$ cat src/rtl/hazard_ctrl_pkg.sv
// hazard_ctrl_pkg
//   Shared constants for the xgriscv hazard sequencer: EX/D forward-select
//   codes and the data-memory wait FSM state encoding.
//   No ports (package).
package hazard_ctrl_pkg;

  // Operand source selects for the EX-stage forward muxes
  localparam logic [1:0] FWD_RF = 2'b00;  // register file read
  localparam logic [1:0] FWD_W  = 2'b01;  // writeback result
  localparam logic [1:0] FWD_M  = 2'b10;  // memory-stage ALU result

  // Data-memory wait FSM
  typedef enum logic {
    HZ_IDLE = 1'b0,
    HZ_WAIT = 1'b1
  } hzState_t;

endpackage

$ cat src/rtl/hazard_fwd_sel.sv
// hazard_fwd_sel
//   Combinational forward-source select for one source operand. The M stage
//   has priority over W because it holds the younger write. x0 never matches.
// Ports
//   rs         in  RFIDX_WIDTH  source register being read
//   rdM        in  RFIDX_WIDTH  destination of instr in M
//   regwriteM  in  1            instr in M writes rdM
//   rdW        in  RFIDX_WIDTH  destination of instr in W
//   regwriteW  in  1            instr in W writes rdW
//   sel        out 2            FWD_RF / FWD_W / FWD_M
module hazard_fwd_sel
  import hazard_ctrl_pkg::*;
#(
  parameter int RFIDX_WIDTH = 5
) (
  input  logic [RFIDX_WIDTH-1:0] rs,
  input  logic [RFIDX_WIDTH-1:0] rdM,
  input  logic                   regwriteM,
  input  logic [RFIDX_WIDTH-1:0] rdW,
  input  logic                   regwriteW,
  output logic [1:0]             sel
);

  always_comb begin
    sel = FWD_RF;
    if (regwriteM && (rdM != '0) && (rdM == rs)) begin
      sel = FWD_M;
    end else if (regwriteW && (rdW != '0) && (rdW == rs)) begin
      sel = FWD_W;
    end
  end

endmodule

$ cat src/rtl/hazard_ctrl.sv
// hazard_ctrl
//   Pipeline sequencer for the 5-stage xgriscv datapath. Drives stall/flush
//   enables of the F/D/E/M/W stage registers, selects EX operand forwarding
//   and D-stage branch-compare forwarding, inserts load-use / branch-operand
//   bubbles and freezes the pipe while data memory is busy.
//
//   state   | meaning
//   HZ_IDLE | no outstanding memory wait
//   HZ_WAIT | memreqM outstanding, waiting for memackM (bounded by MEM_TMO)
//
// Configuration macro: HAZARD_PERF_EN adds saturating stall_cnt/flush_cnt
// outputs (width CNT_W). Without it those ports and flops do not exist.
//
// Ports
//   clk, reset                    clock, synchronous active-high reset
//   rs1D, rs2D, use1D, use2D      decode source regs and their use flags
//   branchD, pcsrcD               D-stage compare instr, taken redirect
//   rs1E, rs2E, rdE               execute regs; regwriteE, memtoregE
//   rdM, regwriteM, memtoregM     memory-stage dest; memreqM, memackM
//   rdW, regwriteW                writeback dest
//   stallF/D/E/M, flushD/E/W      stage register hold / bubble enables
//   fwdaE, fwdbE                  EX operand forward selects
//   fwdaD, fwdbD                  D compare forward (1 = aluoutM)
//   stall_cnt, flush_cnt          perf counters (HAZARD_PERF_EN only)
//   mem_err                       sticky memory-timeout flag (registered)
module hazard_ctrl
  import hazard_ctrl_pkg::*;
#(
  parameter int RFIDX_WIDTH = 5,
  parameter int MEM_TMO     = 16
`ifdef HAZARD_PERF_EN
  ,
  parameter int CNT_W       = 32
`endif
) (
  input  logic                   clk,
  input  logic                   reset,
  input  logic [RFIDX_WIDTH-1:0] rs1D,
  input  logic [RFIDX_WIDTH-1:0] rs2D,
  input  logic                   use1D,
  input  logic                   use2D,
  input  logic                   branchD,
  input  logic                   pcsrcD,
  input  logic [RFIDX_WIDTH-1:0] rs1E,
  input  logic [RFIDX_WIDTH-1:0] rs2E,
  input  logic [RFIDX_WIDTH-1:0] rdE,
  input  logic                   regwriteE,
  input  logic                   memtoregE,
  input  logic [RFIDX_WIDTH-1:0] rdM,
  input  logic                   regwriteM,
  input  logic                   memtoregM,
  input  logic                   memreqM,
  input  logic                   memackM,
  input  logic [RFIDX_WIDTH-1:0] rdW,
  input  logic                   regwriteW,
  output logic                   stallF,
  output logic                   stallD,
  output logic                   stallE,
  output logic                   stallM,
  output logic                   flushD,
  output logic                   flushE,
  output logic                   flushW,
  output logic [1:0]             fwdaE,
  output logic [1:0]             fwdbE,
  output logic                   fwdaD,
  output logic                   fwdbD,
`ifdef HAZARD_PERF_EN
  output logic [CNT_W-1:0]       stall_cnt,
  output logic [CNT_W-1:0]       flush_cnt,
`endif
  output logic                   mem_err
);

  // Wait timer counts down from MEM_TMO-2: the IDLE cycle that raises the
  // request is the first stall cycle, so WAIT lasts at most MEM_TMO-1 cycles.
  localparam int            CW       = (MEM_TMO > 2) ? $clog2(MEM_TMO - 1) : 1;
  localparam logic [CW-1:0] TMO_LOAD = CW'(MEM_TMO - 2);

  hzState_t      state;
  logic [CW-1:0] waitCnt;

  logic       memWait;
  logic       ldUse;
  logic       brHaz;
  logic       hz;
  logic [1:0] selAE, selBE, selAD, selBD;

  function automatic logic hit(input logic [RFIDX_WIDTH-1:0] rd,
                               input logic [RFIDX_WIDTH-1:0] rs);
    return (rd != '0) && (rd == rs);
  endfunction

  hazard_fwd_sel #(.RFIDX_WIDTH(RFIDX_WIDTH)) uFwdAE (
    .rs(rs1E), .rdM(rdM), .regwriteM(regwriteM),
    .rdW(rdW), .regwriteW(regwriteW), .sel(selAE)
  );
  hazard_fwd_sel #(.RFIDX_WIDTH(RFIDX_WIDTH)) uFwdBE (
    .rs(rs2E), .rdM(rdM), .regwriteM(regwriteM),
    .rdW(rdW), .regwriteW(regwriteW), .sel(selBE)
  );

  // D compare only takes aluoutM; a load result in M is not ready yet, and W
  // is already visible through the register file.
  hazard_fwd_sel #(.RFIDX_WIDTH(RFIDX_WIDTH)) uFwdAD (
    .rs(rs1D), .rdM(rdM), .regwriteM(regwriteM && !memtoregM),
    .rdW('0), .regwriteW(1'b0), .sel(selAD)
  );
  hazard_fwd_sel #(.RFIDX_WIDTH(RFIDX_WIDTH)) uFwdBD (
    .rs(rs2D), .rdM(rdM), .regwriteM(regwriteM && !memtoregM),
    .rdW('0), .regwriteW(1'b0), .sel(selBD)
  );

  assign ldUse = memtoregE && ((use1D && hit(rdE, rs1D)) || (use2D && hit(rdE, rs2D)));
  assign brHaz = branchD &&
                 ((regwriteE && (hit(rdE, rs1D) || hit(rdE, rs2D))) ||
                  (memtoregM && (hit(rdM, rs1D) || hit(rdM, rs2D))));
  assign hz    = ldUse || brHaz;

  // Stall starts in the request cycle; released in the ack cycle.
  assign memWait = (state == HZ_IDLE) ? (memreqM && !memackM) : !memackM;

  always_ff @(posedge clk) begin
    if (reset) begin
      state   <= HZ_IDLE;
      waitCnt <= '0;
      mem_err <= 1'b0;
    end else begin
      case (state)
        HZ_IDLE: begin
          if (memreqM && !memackM) begin
            state   <= HZ_WAIT;
            waitCnt <= TMO_LOAD;
          end
        end
        HZ_WAIT: begin
          if (memackM) begin
            state   <= HZ_IDLE;
            waitCnt <= '0;
          end else if (waitCnt == '0) begin
            state   <= HZ_IDLE;
            mem_err <= 1'b1;
          end else begin
            waitCnt <= waitCnt - 1'b1;
          end
        end
        default: state <= HZ_IDLE;
      endcase
    end
  end

  // Freeze overrides hazard bubbles; a taken redirect waits until the
  // stall clears so the fetch it kills is the wrong-path one.
  assign stallF = !reset && (memWait || hz);
  assign stallD = !reset && (memWait || hz);
  assign stallE = !reset && memWait;
  assign stallM = !reset && memWait;
  assign flushW = !reset && memWait;
  assign flushE = !reset && !memWait && hz;
  assign flushD = !reset && !memWait && !hz && pcsrcD;
  assign fwdaE  = reset ? FWD_RF : selAE;
  assign fwdbE  = reset ? FWD_RF : selBE;
  assign fwdaD  = !reset && (selAD == FWD_M);
  assign fwdbD  = !reset && (selBD == FWD_M);

`ifdef HAZARD_PERF_EN
  always_ff @(posedge clk) begin
    if (reset) begin
      stall_cnt <= '0;
      flush_cnt <= '0;
    end else begin
      if (stallF && (stall_cnt != '1)) begin
        stall_cnt <= stall_cnt + 1'b1;
      end
      if ((flushD || flushE) && (flush_cnt != '1)) begin
        flush_cnt <= flush_cnt + 1'b1;
      end
    end
  end
`endif

endmodule

$ cat config.mk
export PLATFORM = sky130hd
export DESIGN_NAME = hazard_ctrl
export DESIGN_NICKNAME = d
export VERILOG_FILES = /design/src/rtl/hazard_ctrl_pkg.sv /design/src/rtl/hazard_fwd_sel.sv /design/src/rtl/hazard_ctrl.sv
export SDC_FILE = /design/constraint.sdc
export NUM_CORES = 1
export LEC_CHECK = 0
export BUFFER_PORTS_ARGS = -buffer_cell sky130_fd_sc_hd__buf_2
export CAP_MARGIN = 20
export CORE_MARGIN = 10
export CORE_UTILIZATION = 42
export CTS_CLUSTER_DIAMETER = 80
export CTS_CLUSTER_SIZE = 8
export DETAILED_ROUTE_END_ITERATION = 16
export PLACE_DENSITY = 0.85
export SLEW_MARGIN = 20
export SYNTH_ARGS = -nofsm -noshare
export SYNTH_HDL_FRONTEND = slang
export SYNTH_SLANG_ARGS = --single-unit
$ cat constraint.sdc
create_clock -name clk -period 2.6 [get_ports clk]
set_clock_uncertainty 0.1 [all_clocks]
set_input_delay 0.52 -clock clk [delete_from_list [all_inputs] [get_ports clk]]
set_output_delay 0.52 -clock clk [all_outputs]
set_load 0.005 [all_outputs]
## Word-level counts from Yosys, hierarchy flattened

Index checks and enable logic that the tools add are counted.

- Register bits: 6
- Input bits: 48
- Output and inout bits: 14
- Word-level logic and storage cells: 81

- $add $sub $neg: 1
- Equality and inequality tests: 12
- Muxes and demuxes: 17
- Bitwise gates (word level): 2
- Reduce and logical (&&, ||, !) cells: 46

Operator list:

| operator | number |
|---|---|
| $eq A5 B5 Y1 | 8 |
| $logic_and A1 B1 Y1 | 29 |
| $reduce_bool A5 Y1 | 3 |
| $mux W2 | 6 |
| $mux W4 | 3 |
| $pmux W4 S2 | 1 |
| $logic_or A1 B1 Y1 | 6 |
| $mux W1 | 6 |
| $logic_not A1 Y1 | 5 |
| $eq A2 B2 Y1 const B | 2 |
| $logic_not A4 Y1 | 1 |
| $sub A4 B1 Y4 const B | 1 |
| $ne A3 B3 Y1 const B | 1 |
| $reduce_and A3 Y1 | 1 |
| $ne A2 B1 Y1 const B | 1 |
| $not A1 Y1 | 2 |
| $pmux W1 S2 | 1 |
| $reduce_and A2 Y1 | 1 |

## Logic depth before layout (Yosys ltp)

Gate-level depths: netlist of run 1.

- Depth in word-level cells: 10
- Gate-level depth with buffers: 7
- Depth with buffers taken out: 7

## Cells and area by module

A second synthesis of run 1 with hierarchy kept.

- Cells, all modules: 172
- Area, all modules: 1,311.3 µm²

By module, submodules not included:

| module | times used | cells each | area each (µm²) | seq. area each (µm²) |
|---|---|---|---|---|
| hazard_ctrl | 1 | 92 | 705.7 | 120.1 |
| hazard_fwd_sel | 4 | 20 | 151.4 | 0.0 |

## Worst setup path after synthesis of run 1

Ideal clock, no wire load.

- Path kind: input port to output port
- Start: input port rdE[1]
- End: output port stallF
- Arrival time: 1.715 ns
- Data required time: 1.980 ns
- Slack: 0.265 ns
- Cell stages on the path: 6
- Path buffers: 1
- Cells stage by stage: xor2_1 -> nor3_2 -> nand3_1 -> o32a_1 -> a41oi_1 -> buf_4

- Longest elaborated chain between the ends: 9
- Elaborated cells between the ends (all ways): 16
- Those cells by class: eq/ne: 2; reduce/logical: 14

Ends and longest elaborated chain:

| what | line | source |
|---|---|---|
| from (decl) | hazard_ctrl.sv:46 | `input logic [RFIDX_WIDTH-1:0] rdE,` |
| $eq A5 B5 Y1 or $reduce_bool A5 Y1 (tied branches) | hazard_ctrl.sv:90 | `return (rd != '0) && (rd == rs);` |
| $logic_and A1 B1 Y1 | hazard_ctrl.sv:90 |  |
| $logic_or A1 B1 Y1 | hazard_ctrl.sv:115 | `((regwriteE && (hit(rdE, rs1D) \|\| hit(rdE, rs2D))) \|\|` |
| $logic_and A1 B1 Y1 | hazard_ctrl.sv:115 |  |
| $logic_or A1 B1 Y1 | hazard_ctrl.sv:115 |  |
| $logic_and A1 B1 Y1 | hazard_ctrl.sv:114 | `assign brHaz = branchD &&` |
| $logic_or A1 B1 Y1 (*) | hazard_ctrl.sv:117 | `assign hz = ldUse \|\| brHaz;` |
| $logic_or A1 B1 Y1 (*) | -- |  |
| $logic_and A1 B1 Y1 (*) | -- |  |
| to (decl) | hazard_ctrl.sv:56 | `output logic stallF,` |

Every way passes the cells marked *; elsewhere a longest branch is shown, timed or not.

## Worst setup path in the final report of run 1

- Start: input port rdE[1]
- End: output port flushD

- Longest elaborated chain between the ends: 10
- Elaborated cells between the ends (all ways): 17
- Those cells by class: eq/ne: 2; reduce/logical: 15

Ends and longest elaborated chain:

| what | line | source |
|---|---|---|
| $eq A5 B5 Y1 or $reduce_bool A5 Y1 (tied branches) | hazard_ctrl.sv:90 |  |
| $logic_and A1 B1 Y1 | hazard_ctrl.sv:90 |  |
| $logic_or A1 B1 Y1 | hazard_ctrl.sv:115 |  |
| $logic_and A1 B1 Y1 | hazard_ctrl.sv:115 |  |
| $logic_or A1 B1 Y1 | hazard_ctrl.sv:115 |  |
| $logic_and A1 B1 Y1 | hazard_ctrl.sv:114 |  |
| $logic_or A1 B1 Y1 (*) | hazard_ctrl.sv:117 |  |
| $logic_not A1 Y1 (*) | hazard_ctrl.sv:159 | `assign flushD = !reset && !memWait && !hz && pcsrcD;` |
| $logic_and A1 B1 Y1 (*) (2 in a row) | hazard_ctrl.sv:159 |  |
| to (decl) | hazard_ctrl.sv:60 | `output logic flushD,` |

Marks and branches as above.

==> metrics.cfg, run 1 <==
[drt]
post-route-drc-count = 0
dr.first_iter.drc_count = 66
dr.pass1.iters = 2
wl_met1_mm = 1.19
met2_length_mm = 1.44
routed.top_layer = met4
route.detailed.vias_per_inst = 5.18
detail_route.wl_per_cell_um = 14.0
vias = 1103
antenna_violating_nets_post_route = 0
wl_met3_um = 286
detail_route.wirelength_mm = 2.99

[clocking]
htree_levels = 1
clk-insertion-delay-late_ps = 250
clkTransAtPathRegs_ps = 40
cts_tree = yes
cts_buffer_depth = 2
cts_setup_buffers = 0
cts_num_sinks = 6
root_buffer = clkbuf_4
cts-buffers-inserted = 3

[yosys]
synth_seq_cells = 6
synthTopCellsByArea = xor2_1, xnor2_1, dfxtp_1
ys_async_sr_fraction_pct = 0
synthDominantCellAreaShare_pct = 24.0
yosys_warnings = 0
synth_flop_cell = dfxtp_1
syn-instance-count = 129
synth.net_count = 178
synthMostInstantiatedCell = xor2_1
netlist-cell-type-count = 33
syn-cell-area_um2 = 950
yosysTopAreaCell = xor2_1
synth_sequential_area_ratio_pct = 12.6
syn_avg_cell_area_um2 = 7.36
ys_top_cells_by_count = xor2_1, xnor2_1, nor2_1, nand3_1
synth_edf_count = 0

[sta]
finalCritPeriodShare_pct = 95.6
timing.final.setup_violations = 0
drv_slew = 0
timing.max_slew.rel_slack_pct = 72.4
layout_setup_ws_ps = 114
setup-tns-final_ps = 0
unrepaired_setup_endpoints_after_global_routing = no
hold_viol_final = 0
timing.fmax_mhz = 402
final.min_clock_period_ps = 2490
tightestPinTransition_ps = 411

[worst_setup_path]
worstSetupStartpointType = input port
worst_reg2reg_path_startpoint = waitCnt[0]
flop2flop_setup_slack_ps = 720
crit_path_dat_ps = 1870
cp_data_required_time_ps = 1980
crit_path_end_kind = output pin
startpoint = rdE[1]
worst-setup-path-type = in2out
timing.critical_path.fanout_max = 3

[power_and_ir_drop]
power.density_cell_area_nw_per_um2 = 283
peakVddDrop_v = 0.000170
cellLeakagePower_nw = 0.604

[grt]
grt_overflow_total = 0
antenna_violations_before_repair = 0
vias_in_the_first_global_route = 1178
largest_net_degree_at_the_start_of_global_routing = 13
grt_first_pass_wirelength_mm = 4.84
gr-usage-all-layers_pct = 13.0

[placement]
portBuffers = 61
finalWeightedCongestion = 0.798
detailedPlace.worstSlack_ps = 70.6
dp.final_hpwl_mm = 2.69

[floorplanning]
floorplan.core_area_um2 = 2190
num_io_pins = 62
die_area_um2 = 4560
die_width_um = 67.6
initial_utilization_pct = 43.3
placement_rows = 17
die-height_um = 67.6

[final_layout]
area_delta_synth_final_pct = 35.0
drive_gt1_share_pct = 37.8
fill_cell_instance_count_of_the_final_layout = 231
num-nets-final = 236
insertedDiodeCount = 0

[hold_path]
holdCritStartpoint = mem_err
worstHoldPathType = reg2reg

[run]
maxCapViolations = 0

[status]
result_of_the_run = finished, final reports clean

==> kinds of logic after synthesis <==
| group | count (synthesis) | synth area share (%) |
|---|---|---|
| AOI/OAI and AO/OA | 17 | 12.8 |
| and+or+nand+nor | 51 | 29.0 |
| buffers and inverters | 13 | 6.32 |
| adders and majority gates | 1 | 1.32 |
| DFF | 6 | 12.6 |
| xor gates and xnor gates | 40 | 36.9 |
| muxes | 1 | 1.05 |
==> path summary, 6_finish.rpt <==
path           endpoint  cells after the start
max              flushD                      6
min             mem_err                      2
max reg2reg  waitCnt[1]                      7
min reg2reg     mem_err                      2
==> per-stage QoR <==
step | power [mW] | cell area, um^2 | cells | hold WS, ps | utilization [%]
6_report | 0.363 | 1280 | 213 | 369 | 58.5
5_1_grt | 0.390 | 1280 | 213 | 440 | 58.5
4_1_cts | 0.366 | 1270 | 213 | 375 | 58.2
3_5_place_dp | 0.278 | 1250 | 210 | 365 | 57.2
3_3_place_gp | 0.273 | 1250 | 210 | 349 | 57.2
2_1_floorplan | 0.206 | 950 | 129 | 363 | -
==> layer usage <==
layer,GRT usage [%],up-vias
met4,5.38,0
met2,23.2,49
met1,13.4,489
li1,-,555
met5,0,-
met3,4.63,10
==> layout make-up <==
cell class / instances / area (um^2) / area share, %
Sequential cell: 6 / 120 / 9.37
Tap cell: 28 / 35.0 / 2.73
Multi-Input combinational cell: 110 / 777 / 60.6
Inverter: 4 / 15.0 / 1.17
Timing Repair Buffer: 62 / 313 / 24.4
Clock buffer: 3 / 22.5 / 1.76
==> state kept, by name, summed over array words and instances, names as in the netlist <==
register,count
state,1
mem_err,1
waitCnt,4
==> worst max-delay path, cell delays in order <==
cell and delay (ps):
buf_2 130, or4_4 540, o211ai_2 150, o32a_1 230
and4_1 190, buf_2 110
==> placed cells by master, fill, tap and decap left out, drive strengths merged, types with 2 or more instances in the layout <==
cell	Yosys	final
a21oi	4	4
inv	4	4
xnor2	14	14
dfxtp	6	6
or4	4	4
nand2	6	6
a21o	2	2
nand2b	4	4
nor4	6	6
nor2	12	12
nor3	7	7
nor2b	3	3
xor2	26	26
clkbuf	5	3
buf	4	62
o21ai	2	2
nand3	7	7
==> what timing repair did <==
| action | 4_1_cts | 5_1_grt |
|---|---|---|
| setup endpoints to repair | 0 | 2 |
| gates resized for setup | 0 | 1 |
| hold buffers | 0 | 0 |
==> report_power, final <==
part	leakage [nW]	internal [mW]	switching [mW]
Combinational	0.541	0.0857	0.0866
Clock	0.0138	0.0523	0.0344
Sequential	0.0493	0.0986	0.00574
Power figures use the tool's default switching activity.
==> run 2, diff against run 1 <==
==> constraint.sdc (replaced) <==
create_clock -name clk -period 2.3 [get_ports clk]
set_clock_uncertainty 0.1 [all_clocks]
set_input_delay 0.46 -clock clk [delete_from_list [all_inputs] [get_ports clk]]
set_output_delay 0.46 -clock clk [all_outputs]
set_load 0.005 [all_outputs]
==> metrics.cfg, run 2 (synthesized netlist as in run 1, its figures left out) <==
[clocking]
cts_tree = yes
cts_setup_buffers = 0
clkTransAtPathRegs_ps = 50
cts_buffer_depth = 2
cts_num_sinks = 6
clk-insertion-delay-late_ps = 240
root_buffer = clkbuf_4
htree_levels = 1
cts-buffers-inserted = 3

[final_layout]
largest_register_ffs = 4
regs_by_ff_count = waitCnt: 4 flops, mem_err: 1 flops, state: 1 flops
area_delta_synth_final_pct = 43.6
fill_cell_instance_count_of_the_final_layout = 219
final_instance_area_um2 = 1360
largest-register = waitCnt
register_area_um2 = 120
layout.cells.most_common = buf_2
most-common-layout-cells = buf_2, xor2_1, xnor2_1
num-nets-final = 240
drive_gt1_share_pct = 42.3
multi_input_area_um2 = 812
insertedDiodeCount = 0

[sta]
timing.final.setup_violations = 3
timing.fmax_mhz = 426
setup-tns-final_ps = -109
hold-worst-slack_ps = 372
unrepaired_setup_endpoints_after_global_routing = yes
drv_slew = 0
hold_viol_final = 0
final.min_clock_period_ps = 2350
timing.max_slew.rel_slack_pct = 79.9
finalCritPeriodShare_pct = 102
layout_setup_ws_ps = -46.4
tightestPinTransition_ps = 299

[placement]
finalWeightedCongestion = 0.791
dpl-instance-area_um2 = 1280
portBuffers = 61
dp.final_hpwl_mm = 2.69
detailedPlace.worstSlack_ps = -77.3

[grt]
antenna_violations_before_repair = 0
gr-usage-all-layers_pct = 12.9
vias_in_the_first_global_route = 1163
grt_first_pass_wirelength_mm = 4.75
largest_net_degree_at_the_start_of_global_routing = 13
grt_overflow_total = 0

[worst_setup_path]
max_stage_delay_ps = 540
timing.critical_path.fanout_max = 3
worstSetupStartpointType = input port
flop2flop_setup_slack_ps = 370
crit_path_dat_ps = 1790
worst-setup-path-type = in2out
crit_path_end_kind = output pin
cp_data_required_time_ps = 1740
crit_path_cells = buf_8 -> or4_4 -> o211ai_2 -> o32a_1 -> and4_1 -> buf_2
worst_path_max_delay_cell = or4_4

[drt]
vias = 1101
met2_length_mm = 1.57
routed.top_layer = met3
wl_met3_um = 319
antenna_violating_nets_post_route = 0
post-route-drc-count = 0
detail_route.wl_per_cell_um = 14.2
route.detailed.vias_per_inst = 5.07
detail_route.wirelength_mm = 3.09
dr.pass1.iters = 5
dr.first_iter.drc_count = 79
wl_met1_mm = 1.21

[floorplanning]
die-height_um = 67.6
placement_rows = 17
die_area_um2 = 4560
num_io_pins = 62
initial_utilization_pct = 43.3
floorplan.core_area_um2 = 2190
die_width_um = 67.6

[power_and_ir_drop]
power.density_cell_area_nw_per_um2 = 313
p_sw_share_pct = 35.3
cellLeakagePower_nw = 0.632
cell_internal_pwr_mw = 0.276
netSwitchingPower_mw = 0.151
peakVddDrop_v = 0.000219
pwr-share-seq_pct = 27.6
share_comb_of_total_power_pct = 49.4
power.share.clock_pct = 23.0

[status]
failed_checks = setup timing
result_of_the_run = complete, but fails checks

[run]
maxCapViolations = 0

[hold_path]
worstHoldPathType = reg2reg

-- run 2: cell types whose count changed in the layout (fill, tap and decap cells not counted) --
cell,before,now
buf_2,61,59
nor4_1,6,2
nor3_2,1,3
buf_6,0,1
nor3_1,6,4
nor4_2,0,4
buf_4,1,5
buf_8,0,1
-- run 2: power groups by stage --
stage | registers (mW) | clock network [mW] | logic (mW)
2_1_floorplan | 0.118 | 0 | 0.114
5_1_grt | 0.119 | 0.106 | 0.236
3_3_place_gp | 0.119 | 0 | 0.194
3_5_place_dp | 0.119 | 0 | 0.200
6_report | 0.118 | 0.0980 | 0.211
4_1_cts | 0.118 | 0.103 | 0.205
-- run 2: path summary, 6_finish.rpt --
| path | start | endpoint | cells after the start |
|---|---|---|---|
| max | rdE[4] | flushD | 6 |
| min | mem_err | mem_err | 2 |
| max reg2reg | waitCnt[0] | waitCnt[1] | 7 |
| min reg2reg | mem_err | mem_err | 2 |
-- run 2: stage by stage --
step	power [mW]	instances	util (%)
after global routing	0.460	217	62.3
after detailed placement	0.320	214	58.5
after global placement	0.313	214	58.5
after CTS	0.425	217	60.7
after floorplan	0.232	129	-
final	0.427	217	62.3
-- run 2: routing by layer --
| layer | up-vias | GRT usage, % |
|---|---|---|
| li1 | 564 | - |
| met1 | 491 | 13.5 |
| met2 | 46 | 23.8 |
| met3 | 0 | 4.30 |
| met4 | 0 | 3.85 |
| met5 | - | 0 |
-- run 2: layout make-up --
class	count	area share, %
tap	28	2.57
inverter	4	1.10
timing repair buffer	66	26.3
clock buffer	3	1.65
multi-input combinational	110	59.5
sequential	6	8.81
-- run 2: critical path: cells and delay by family --
family	cells	cell delay, ps
buf+inv	2	210
compound gates	2	390
simple gates	2	720
-- run 2: repair_timing --
action | in CTS | in global routing
hold buffers | 0 | 0
endpoints found under the setup margin | 3 | 7
gates resized for setup | 6 | 6
pin swaps | 6 | 7
==> run 3, diff against run 2 <==
--- a/config.mk
+++ b/config.mk
@@ -8,12 +8,13 @@
 export BUFFER_PORTS_ARGS = -buffer_cell sky130_fd_sc_hd__buf_2
 export CAP_MARGIN = 20
 export CORE_MARGIN = 10
-export CORE_UTILIZATION = 42
+export CORE_UTILIZATION = 45
 export CTS_CLUSTER_DIAMETER = 80
 export CTS_CLUSTER_SIZE = 8
 export DETAILED_ROUTE_END_ITERATION = 16
-export PLACE_DENSITY = 0.85
+export PLACE_DENSITY = 0.9
 export SLEW_MARGIN = 20
 export SYNTH_ARGS = -nofsm -noshare
 export SYNTH_HDL_FRONTEND = slang
 export SYNTH_SLANG_ARGS = --single-unit
+export TNS_END_PERCENT = 5
==> constraint.sdc (replaced) <==
create_clock -name clk -period 3 [get_ports clk]
set_clock_uncertainty 0.1 [all_clocks]
set_input_delay 0.6 -clock clk [delete_from_list [all_inputs] [get_ports clk]]
set_output_delay 0.6 -clock clk [all_outputs]
set_load 0.005 [all_outputs]
==> metrics.cfg, run 3 (synthesized netlist as in run 1, its figures left out) <==
[sta]
hold_viol_final = 0
hold-worst-slack_ps = 380
setup-tns-final_ps = 0
final.min_clock_period_ps = 2770
timing.final.setup_violations = 0
drv_slew = 0
timing.max_slew.rel_slack_pct = 77.4
layout_setup_ws_ps = 227
tightestPinTransition_ps = 336
unrepaired_setup_endpoints_after_global_routing = no
finalCritPeriodShare_pct = 92.4
timing.fmax_mhz = 361

[drt]
dr.first_iter.drc_count = 42
dr.pass1.iters = 4
post-route-drc-count = 0
route.detailed.vias_per_inst = 5.33
antenna_violating_nets_post_route = 0
detail_route.wl_per_cell_um = 15.2
vias = 1129
detail_route.wirelength_mm = 3.22

[power_and_ir_drop]
power.share.clock_pct = 24.8
pwr-share-seq_pct = 28.1
p_sw_share_pct = 36.4
netSwitchingPower_mw = 0.117
cellLeakagePower_nw = 0.603
cell_internal_pwr_mw = 0.205
share_comb_of_total_power_pct = 47.1
power.density_cell_area_nw_per_um2 = 253
peakVddDrop_v = 0.000190

[final_layout]
most-common-layout-cells = buf_2, xor2_1, xnor2_1
num-nets-final = 236
drive_gt1_share_pct = 37.3
regs_by_ff_count = waitCnt: 4 flops, mem_err: 1 flops, state: 1 flops
fill_cell_instance_count_of_the_final_layout = 169
finish.utilization_pct = 64.3
layout.cells.most_common = buf_2
area_delta_synth_final_pct = 34.1
largest_register_ffs = 4
insertedDiodeCount = 0
register_area_um2 = 120
largest-register = waitCnt
multi_input_area_um2 = 769

[worst_setup_path]
crit_path_dat_ps = 2070
flop2flop_setup_slack_ps = 1120
worst_r2r_endpoint = waitCnt[1]
crit_path_end_kind = output pin
cp-endpoint = stallD
worstSetupStartpointType = input port
worst_reg2reg_path_startpoint = waitCnt[0]
worstRegToRegCells = 7
worst-setup-path-type = in2out
startpoint = rdE[0]
timing.critical_path.fanout_max = 4
cp_data_required_time_ps = 2300

[clocking]
clkTransAtPathRegs_ps = 50
cts_num_sinks = 6
cts-buffers-inserted = 3
root_buffer = clkbuf_4
cts_buffer_depth = 2
clk-insertion-delay-late_ps = 250
htree_levels = 1
cts_stage_hold_buffer_count = 0
cts_tree = yes
cts_setup_buffers = 0
cts_repair_resize_count = 0

[floorplanning]
initial_utilization_pct = 47.9
floorplan.core_area_um2 = 1980
num_io_pins = 62
die_area_um2 = 4350
die_width_um = 65.9
placement_rows = 16
die-height_um = 65.9

[run]
maxCapViolations = 0

[placement]
finalWeightedCongestion = 0.862
portBuffers = 61
detailedPlace.worstSlack_ps = 275
dp.final_hpwl_mm = 2.86

[grt]
largest_net_degree_at_the_start_of_global_routing = 13
gr-usage-all-layers_pct = 14.5
grt_first_pass_wirelength_mm = 5.26
vias_in_the_first_global_route = 1277
antenna_violations_before_repair = 0
grt_overflow_total = 0

[hold_path]
worstHoldPathType = reg2reg

[status]
result_of_the_run = finished, final reports clean

[run 3: layer usage]
metal	up-vias	routed length [um]	part of all wire, %	global-route usage [%]
li1	553	-	-	-
met1	517	1280	40	15.2
met2	55	1670	52	27.5
met3	4	258	8.0	4.75
met4	0	19	0.59	2.62
met5	-	0	0	0
[run 3: how the worst min path moves through the flow]
stage	from	end	slack (ps)	cells past startpoint
after CTS	mem_err	mem_err	380	2
final	mem_err	mem_err	380	2
after detailed placement	mem_err	mem_err	370	2
after global routing	mem_err	mem_err	420	2
after global placement	mem_err	mem_err	350	2
after floorplan	mem_err	mem_err	360	2
[run 3: metrics by stage]
| step | cell area (um^2) | power (mW) | cells |
|---|---|---|---|
| 2_1_floorplan | 950 | 0.178 | 129 |
| 3_3_place_gp | 1250 | 0.234 | 209 |
| 3_5_place_dp | 1250 | 0.243 | 209 |
| 4_1_cts | 1270 | 0.320 | 212 |
| 5_1_grt | 1270 | 0.342 | 212 |
| 6_report | 1270 | 0.322 | 212 |
[run 3: cell type report]
class,count,share of cell area [%]
Clock buffer,3,1.77
Multi-Input combinational cell,110,60.4
Inverter,4,1.18
Timing Repair Buffer,62,24.6
Sequential cell,6,9.43
Tap cell,27,2.65
[run 3: critical path: stages]
cell	delay, ps
buf_2	140
xor2_1	170
nor3_2	150
nand3_1	130
o32a_1	410
a41oi_1	310
buf_2	170
[run 3: power groups by stage]
stage / clock [mW] / sequential, mW / combinational, mW
final: 0.0799 / 0.0903 / 0.152
after global routing: 0.0840 / 0.0912 / 0.167
after CTS: 0.0785 / 0.0902 / 0.151
after detailed placement: 0 / 0.0917 / 0.151
after global placement: 0 / 0.0912 / 0.143
after floorplan: 0 / 0.0904 / 0.0878
